[src/rtl/sort4_unpack_pkg.sv]
// Constants shared by the 4-input sorter, the frame packer and the sorted-frame unpacker.
package sort4_unpack_pkg;

  localparam int SORT_LAT_DEF = 4;
  localparam int BYTE_W       = 8;
  localparam int FRAME_BYTES  = 4;
  localparam int FRAME_W      = BYTE_W * FRAME_BYTES;

  typedef logic [BYTE_W-1:0]  byte_t;
  typedef logic [FRAME_W-1:0] frame_t;

  // Byte 0 (the minimum) lives in the least significant lane of a frame word.
  function automatic byte_t frame_byte(input frame_t f, input logic [1:0] idx);
    return f[idx*BYTE_W +: BYTE_W];
  endfunction

endpackage

[src/rtl/sort4_unpack_fifo.sv]
// Frame buffer: DEPTH whole frames, first-word-fall-through read, extra pointer MSB for full/empty.
module frame_fifo
  import sort4_unpack_pkg::*;
#(
  parameter int DEPTH = 4
) (
  input  logic   clk,
  input  logic   rst,
  input  logic   wr_en,
  input  frame_t wr_data,
  input  logic   rd_en,
  output frame_t rd_data,
  output logic   full,
  output logic   empty
);

  localparam int AW = $clog2(DEPTH);

  frame_t        mem [DEPTH];
  logic [AW:0]   wr_ptr;
  logic [AW:0]   rd_ptr;

  // NOTE: storage is deliberately left out of reset; the pointers alone define what is valid.
  always_ff @(posedge clk) begin
    if (wr_en) mem[wr_ptr[AW-1:0]] <= wr_data;
  end

  // NOTE: all state is updated with non-blocking assignments so every flop samples pre-edge values.
  always_ff @(posedge clk) begin
    if (rst) begin
      wr_ptr <= '0;
      rd_ptr <= '0;
    end else begin
      if (wr_en) wr_ptr <= wr_ptr + 1'b1;
      if (rd_en) rd_ptr <= rd_ptr + 1'b1;
    end
  end

  assign rd_data = mem[rd_ptr[AW-1:0]];
  assign empty   = (wr_ptr == rd_ptr);
  assign full    = (wr_ptr[AW-1:0] == rd_ptr[AW-1:0]) && (wr_ptr[AW] != rd_ptr[AW]);

endmodule

[src/rtl/sort4_unpack.sv]
// Captures sorted 4-byte frames behind the sorter latency, buffers them and serializes
// them byte by byte over a valid/ready stream, counting frames dropped on overflow.
module sort4_unpack
  import sort4_unpack_pkg::*;
#(
  parameter int SORT_LAT = SORT_LAT_DEF,
  parameter int DEPTH    = 4
) (
  input  logic        clk,
  input  logic        rst,
  input  logic        in_valid,
  input  logic [7:0]  y0,
  input  logic [7:0]  y1,
  input  logic [7:0]  y2,
  input  logic [7:0]  y3,
  output logic [7:0]  out_data,
  output logic        out_valid,
  input  logic        out_ready,
  output logic        out_last,
  output logic        overflow,
  output logic [7:0]  drop_cnt
);

  logic [SORT_LAT-1:0] vld_sr;
  logic                cap_valid;
  logic [1:0]          sel;
  logic                xfer;
  logic                pop;
  logic                wr_en;
  logic                drop;
  logic                full;
  logic                empty;
  frame_t              head;

  // Valid delay line matching the sorter pipeline; reset flushes frames in flight.
  always_ff @(posedge clk) begin
    if (rst) begin
      vld_sr <= '0;
    end else begin
      vld_sr[0] <= in_valid;
      for (int i = 1; i < SORT_LAT; i++) vld_sr[i] <= vld_sr[i-1];
    end
  end

  assign cap_valid = vld_sr[SORT_LAT-1];
  assign xfer      = out_valid && out_ready;
  assign pop       = xfer && (sel == 2'd3);
  // A full buffer still accepts the frame when its head frame leaves in the same cycle.
  assign wr_en     = cap_valid && (!full || pop);
  assign drop      = cap_valid && full && !pop;

  frame_fifo #(.DEPTH(DEPTH)) u_fifo (
    .clk     (clk),
    .rst     (rst),
    .wr_en   (wr_en),
    .wr_data ({y3, y2, y1, y0}),
    .rd_en   (pop),
    .rd_data (head),
    .full    (full),
    .empty   (empty)
  );

  always_ff @(posedge clk) begin
    if (rst) begin
      sel      <= 2'd0;
      overflow <= 1'b0;
      drop_cnt <= 8'd0;
    end else begin
      if (xfer) sel <= sel + 2'd1;
      if (drop) begin
        overflow <= 1'b1;
        if (drop_cnt != 8'hFF) drop_cnt <= drop_cnt + 8'd1;
      end
    end
  end

  // Outputs come straight from buffer state, so they hold while the consumer stalls.
  assign out_valid = !empty;
  assign out_last  = !empty && (sel == 2'd3);
  assign out_data  = empty ? 8'd0 : frame_byte(head, sel);

endmodule

[config.mk]
export PLATFORM = sky130hd
export DESIGN_NAME = sort4_unpack
export DESIGN_NICKNAME = d
export VERILOG_FILES = /design/src/rtl/sort4_unpack_pkg.sv /design/src/rtl/sort4_unpack_fifo.sv /design/src/rtl/sort4_unpack.sv
export SDC_FILE = /design/constraint.sdc
export NUM_CORES = 1
export LEC_CHECK = 0
export CAP_MARGIN = 20
export CORE_MARGIN = 3
export CORE_UTILIZATION = 57
export CTS_CLUSTER_SIZE = 20
export DETAILED_ROUTE_END_ITERATION = 10
export GPL_ROUTABILITY_DRIVEN = 1
export PLACE_DENSITY = 0.89
export SLEW_MARGIN = 30
export SYNTH_ARGS = -nofsm -noshare
export SYNTH_HDL_FRONTEND = slang
export SYNTH_SLANG_ARGS = --single-unit
[constraint.sdc]
create_clock -name clk -period 4.1 [get_ports clk]
set_input_delay 0.41 -clock clk [delete_from_list [all_inputs] [get_ports clk]]
set_output_delay 0.41 -clock clk [all_outputs]
set_load 0.05 [all_outputs]
==> results.md, run 1 <==
- Outcome: finished, final reports clean
- Iteration-0 DRC Markers: 280
- Total gr overflow: 0
- Hold Crit Class: reg -> reg
- Largest net degree at the start of global routing: 35
- CTS tree: built
- Data required, critical path: 3.69 ns
- Reg-to-reg setup timing slack: approximately 1.4 ns
- Root buf cell: clkbuf_8
- Post-Synthesis Cells: 320
- FILL cells: 565
- # IOs: 55
- Starting Density: around three fifths
- Crit path kind: reg -> out
- EDFF count, synth: 128
- Hold Path Depth: 1
- 1st-pass router iterations: 5
- Vias in the first global route: 3420
- Critical Path Sink Type: output pin
- Die height: 108 um
- Switching share of power: 22.1%
- Routed len/inst: 23.2 um
- Synth async-reset ratio: 0%
- Final setup fails: 0
- Vias: 3262
- Period minus WS final: about 3.5 ns
- Cell variety after synth: 39
- Placed Cells: 500
- CTS resizes: 0
- First-pass GRT wire length: 19.5 mm
- R2r endpoint: u_fifo.mem[1][30]
- Yosys reg bits: 151
- Clock Power Share: 45.3%
- Pwr Density: about 440 mW/mm^2
- Remaining DRCs: 0
- Hold_buf cts: 0
- RSZ-0062 raised after global routing: false
- Leading cell type in the layout, fill and taps excluded: edfxtp_1
- LEAKAGE: between 2 and 2.5 nW
- Via density: 6.13
- # nets final: 429
- Die area: between 0.01 and 0.015 mm^2
- Hold path start: vld_sr[2]
- Diodes inserted: 0
- Gr usage total: around 23%
- Fin crit share: 86.5%
- Peak VDD IR: between 0.2 and 0.3 mV
- Die W: 108 um
- Reg2Reg Depth: 5
- Non-Filler Instances: ~530
- Clock Latency Late Sink: between 0.5 and 0.6 ns
- Max_cap viols: 0
- Actual transition at the worst max-transition pin: 0.777 ns
- Final Max Slew Viols: 0
- CP max FO: 19
- Share of cells above drive strength 1: 19.8%
- Port buffer count: 54
- Reg2reg start: sel[0]
- Final WL: 12.3 mm
- Postcts setup bufs: 0
- CORE AREA: 0.00995 mm^2
- Clock Skews: 0.0106 ns
- P&R area growth vs syn: 21.8%
- Relative slew slack: 48.0%
- Max H-tree Level: 4
- RD Place Congestion: 0.761
- Switching power of the nets: 0.708 mW
- CTS Buffer Depth: 2
- Worst setup SP type: register
- Ys Warns: 0
- Syn_nets: 363
- Hold violation total from the final report: 0
- Worst hold slack: around 0.44 ns
- Share of the yosys chip area belonging to registers: 72.5%
- CTS buffer count: 17
- Clock-pin slew on the worst setup and hold paths: 0.07 ns
- HPWL after detailed placement: 7.14 mm
- Seq pwr share: a little over half
- Row count: 36
- Overall power: approximately 3.2 mW
- Initial antenna violation count: 0
- Antenna-violating nets left: 0
- Ys flop type: edfxtp_1
- Cell area after synthesis: 0.00594 mm^2
- Most frequent cells in the layout: edfxtp_1, clkdlybuf4s50_1, mux4_2
- Max Fclk: 0.282 GHz
- Setup_tns: 0 ns
- TritonCTS Sinks: 151
- Syn avg cell area: between 15 and 20 um^2
- Combinational fraction of design power: 2.4%
- Int Power: around 2.5 mW
- Worst path arrival time: 3.14 ns
- Worst Hold End: vld_sr[3]
worst max-delay path: stages (launching register included):
cell,delay [ns]
dfxtp_2,0.67
buf_12,0.27
mux4_2,0.53
mux2i_1,0.21
o22ai_1,0.15
clkdlybuf4s50_1,0.76
routing by layer:
metal / part of all wire [%] / track usage [%] / vias up
li1: - / - / 1424
met5: 0 / 0 / -
met3: 5.2 / 5.61 / 20
met4: 1.6 / 8.48 / 0
met2: 55 / 39.4 / 135
met1: 38 / 29.3 / 1683
registers in the layout (all words and copies together), names as in the netlist, named ones only:
signal         cells
u_fifo.rd_ptr      3
u_fifo.mem       128
drop_cnt           8
sel                2
overflow           1
vld_sr             4
u_fifo.wr_ptr      3
final cells by class:
cell class	instances	area, um^2	area share, %
inverters	8	30.0	0.415
multi-input cells	147	1560	21.6
clock buffers	17	414	5.72
clock inverters	15	150	2.08
repair buffers	61	606	8.37
well taps	133	166	2.30
flip-flops and latches	151	4310	59.5
stage by stage:
step	utilization [%]	worst slack, ns	cell area [um^2]
global placement	67.0	1.14	6670
global route	72.7	0.334	7240
floorplan	-	1.21	5940
detailed placement	67.0	1.10	6670
CTS	72.7	0.476	7240
finish	72.7	0.553	7240
power by group through the flow:
stage / combinational, mW / clock (mW) / sequential (mW)
3_3_place_gp: 0.0736 / 0 / 1.70
6_report: 0.0779 / 1.45 / 1.67
5_1_grt: 0.0834 / 1.54 / 1.67
4_1_cts: 0.0783 / 1.47 / 1.67
2_1_floorplan: 0.0216 / 0 / 1.70
3_5_place_dp: 0.0769 / 0 / 1.70
worst max-delay path by stage:
stage / cells past startpoint / end / startpoint / slack (ns)
after global routing: 5 / out_data[7] / register / 0.33
after global placement: 5 / out_data[2] / register / 1.14
after CTS: 5 / out_data[7] / register / 0.48
after detailed placement: 5 / out_data[7] / register / 1.10
final: 5 / out_data[7] / register / 0.55
after floorplan: 2 / u_fifo.mem[3][0] / u_fifo.wr_ptr[0] / 1.21
Yosys cell counts (all sizes together) (2+ instances only):
| library cell | instances | area [um^2] |
|---|---|---|
| nand3b | 3 | 22.5 |
| dfxtp | 23 | 460 |
| nand2 | 9 | 33.8 |
| or4 | 2 | 15.0 |
| nor2b | 5 | 31.3 |
| buf | 6 | 30.0 |
| clkbuf | 8 | 30.0 |
| nor2 | 11 | 41.3 |
| mux2i | 22 | 220 |
| o22ai | 8 | 50.1 |
| nand3 | 5 | 25.0 |
| a21oi | 7 | 35.0 |
| nand4 | 4 | 31.3 |
| o21ai | 2 | 10.0 |
| ha | 7 | 87.6 |
| or3 | 3 | 18.8 |
| mux4 | 30 | 676 |
| a41oi | 2 | 17.5 |
| and2 | 4 | 25.0 |
| inv | 8 | 30.0 |
| o31ai | 2 | 15.0 |
| edfxtp | 128 | 3840 |
| xnor2 | 6 | 67.6 |
| xor2 | 2 | 17.5 |
logic make-up (layout without fill, tap and decap cells):
logic type / count (synthesis) / after routing / share of synthesized area [%]
AND/OR/NAND/NOR: 50 / 50 / 4.51
buffers and inverters: 22 / 101 / 1.52
multiplexers: 53 / 53 / 15.3
AO/OA/AOI/OAI: 29 / 29 / 3.33
flip-flops: 151 / 151 / 72.5
XOR/XNOR: 8 / 8 / 1.43
adder cells (fa/ha/maj): 7 / 7 / 1.47
Note: power is estimated with default switching activity, not from simulation.
==> run 2, diff against run 1 <==
PLACE_DENSITY = 0.79   (was 0.89)
==> run 2 against run 1 <==
- flip-flop and latch count did not move
- non-clock buffer count rose by 2
- sequential power barely moved
- clock power rose by 3%
- clock skew fell by 0.0041 ns
- count of clock-buffer cells in the layout rose by 1
==> results.md, run 2 (synthesis results as in run 1) <==
- Most frequent cells in the layout: edfxtp_1, clkdlybuf4s50_1, mux4_2 (unchanged)
- Worst path arrival time: 3.09 ns (was 3.14 ns)
- Die W: 108 um (unchanged)
- Gr usage total: 21.0% (was 23.2%)
- Port buffer count: 54 (unchanged)
- Initial antenna violation count: 0 (unchanged)
- Row count: 36 (unchanged)
- FF+latch area: 0.00431 mm^2 (unchanged)
- Hold Crit Class: in -> reg (was reg -> reg)
- Seq pwr share: 51.6% (was 52.3%)
- Switching power of the nets: 0.614 mW (was 0.708 mW)
- Hold Path Depth: 2 (was 1)
- Peak VDD IR: 0.364 mV (was 0.277 mV)
- Hold violation total from the final report: 0 (unchanged)
- Setup_tns: 0 ns (unchanged)
- CTS Buffer Depth: 2 (unchanged)
- Clock Latency Late Sink: 0.52 ns (about the same)
- Worst hold slack: 0.438 ns (was 0.439 ns)
- Reg2Reg Depth: 5 (unchanged)
- Final WL: 11.1 mm (was 12.3 mm)
- Max_cap viols: 0 (unchanged)
- CTS buffer count: 17 (unchanged)
- Placed Cells: 502 (was 500)
- Period minus WS final: 3.50 ns (was 3.55 ns)
- Routed len/inst: 20.8 um (was 23.2 um)
- Actual transition at the worst max-transition pin: 0.798 ns (was 0.777 ns)
- Via density: 5.82 (was 6.13)
- Worst setup SP type: register (unchanged)
- Iteration-0 DRC Markers: 174 (was 280)
- TritonCTS Sinks: 151 (unchanged)
- RD Place Congestion: 0.799 (was 0.761)
- Int Power: 2.63 mW (was 2.49 mW)
- R2r endpoint: u_fifo.mem[2][9] (was u_fifo.mem[1][30])
- Multi-input logic area: 0.00156 mm^2 (unchanged)
- Share of cells above drive strength 1: 19.0% (was 19.8%)
- CP max FO: 19 (unchanged)
- Max Fclk: 0.286 GHz (was 0.282 GHz)
- Combinational fraction of design power: 2.4% (about the same)
- Remaining DRCs: 0 (unchanged)
- # nets final: 431 (was 429)
- Largest net degree at the start of global routing: 33 (was 35)
- Outcome: finished, final reports clean (unchanged)
- Worst Hold End: vld_sr[0] (was vld_sr[3])
- Clock-pin slew on the worst setup and hold paths: 0.06 ns (was 0.07 ns)
- P&R area growth vs syn: 22.4% (was 21.8%)
- Vias: 3103 (was 3262)
- RSZ-0062 raised after global routing: false (unchanged)
- Leading cell type in the layout, fill and taps excluded: edfxtp_1 (unchanged)
- Final setup fails: 0 (unchanged)
- Clock Power Share: 46.1% (was 45.3%)
- Diodes inserted: 0 (unchanged)
- Reg2reg start: sel[0] (unchanged)
- CP max-delay cell: clkdlybuf4s50_1 (unchanged)
- Root buf cell: clkbuf_8 (unchanged)
- Non-Filler Instances: 533 (was 532)
- Final Max Slew Viols: 0 (unchanged)
- Data required, critical path: 3.69 ns (about the same)
- Reg-to-reg setup timing slack: 1.49 ns (was 1.39 ns)
- CTS tree: built (unchanged)
- Die area: 0.0117 mm^2 (unchanged)
- Hold_buf cts: 0 (unchanged)
- Critical Path Sink Type: output pin (unchanged)
- Relative slew slack: 46.6% (was 48.0%)
- HPWL after detailed placement: 7.02 mm (was 7.14 mm)
- Switching share of power: 18.9% (was 22.1%)
- Crit path kind: reg -> out (unchanged)
- Cell Chain, Critical Path: buf_12, mux4_2, mux2i_1, o22ai_1, clkdlybuf4s50_1 (unchanged)
- FILL cells: 576 (was 565)
- Crit path largest cell delay: 0.72 ns (was 0.76 ns)
- Fin crit share: 85.3% (was 86.5%)
- Postcts setup bufs: 0 (unchanged)
- Total gr overflow: 0 (unchanged)
- Starting Density: 59.7% (unchanged)
- 1st-pass router iterations: 5 (unchanged)
- CORE AREA: 0.00995 mm^2 (unchanged)
- Vias in the first global route: 3239 (was 3420)
- Pwr Density: 446 mW/mm^2 (was 442 mW/mm^2)
- Clock Skews: 0.00642 ns (was 0.0106 ns)
- First-pass GRT wire length: 17.7 mm (was 19.5 mm)
- Max H-tree Level: 4 (unchanged)
- # IOs: 55 (unchanged)
- CTS resizes: 0 (unchanged)
- LEAKAGE: 2.29 nW (was 2.28 nW)
- Max reg flops: 128 (unchanged)
- Die height: 108 um (unchanged)
- Antenna-violating nets left: 0 (unchanged)
- Hold path start: in_valid (was vld_sr[2])
==> run 2: through the flow <==
step / util (%) / instance area [um^2] / total power, mW / setup WS [ns]
final: 73.1 / 7270 / 3.24 / 0.601
after global routing: 73.1 / 7270 / 3.34 / 0.435
after CTS: 73.1 / 7270 / 3.26 / 0.522
after detailed placement: 67.3 / 6700 / 1.78 / 1.08
after global placement: 67.3 / 6700 / 1.78 / 1.10
after floorplan: - / 5940 / 1.73 / 1.21
==> run 2: worst max path at each step <==
stage,from,endpoint,slack (ns),depth (start not counted)
after floorplan,u_fifo.wr_ptr[0],u_fifo.mem[3][0],1.21,2
after global placement,register,out_data[7],1.10,5
after detailed placement,register,out_data[7],1.08,5
after CTS,register,out_data[7],0.52,5
after global routing,register,out_data[7],0.44,5
final,register,out_data[7],0.60,5
==> run 2: worst max-delay path, delay by kind of cell, from the launching register on <==
family	cells	cell delay [ns]
multiplexers	2	0.78
flip-flops	1	0.67
buffers and inverters	2	0.99
AO/OA/AOI/OAI	1	0.12
==> run 2: metal layers <==
layer / part of all wire [%] / track usage [%] / vias up
li1: - / - / 1423
met1: 43 / 28.2 / 1572
met5: 0 / 0 / -
met3: 4.4 / 5.49 / 19
met4: 2.0 / 9.47 / 0
met2: 51 / 32.9 / 89
==> run 2: power by group through the flow <==
stage               clock network (mW)  registers, mW  logic, mW
finish                            1.49           1.67     0.0768
floorplan                            0           1.70     0.0216
CTS                               1.51           1.67     0.0777
global route                      1.58           1.67     0.0823
detailed placement                   0           1.70     0.0768
global placement                     0           1.70     0.0742
==> run 2: cell type report <==
| class | count | area share (%) |
|---|---|---|
| tap | 133 | 2.29 |
| inverter | 8 | 0.413 |
| clock buffer | 18 | 5.75 |
| multi-input combinational | 147 | 21.5 |
| clock inverter | 13 | 2.13 |
| sequential | 151 | 59.2 |
| timing repair buffer | 63 | 8.71 |
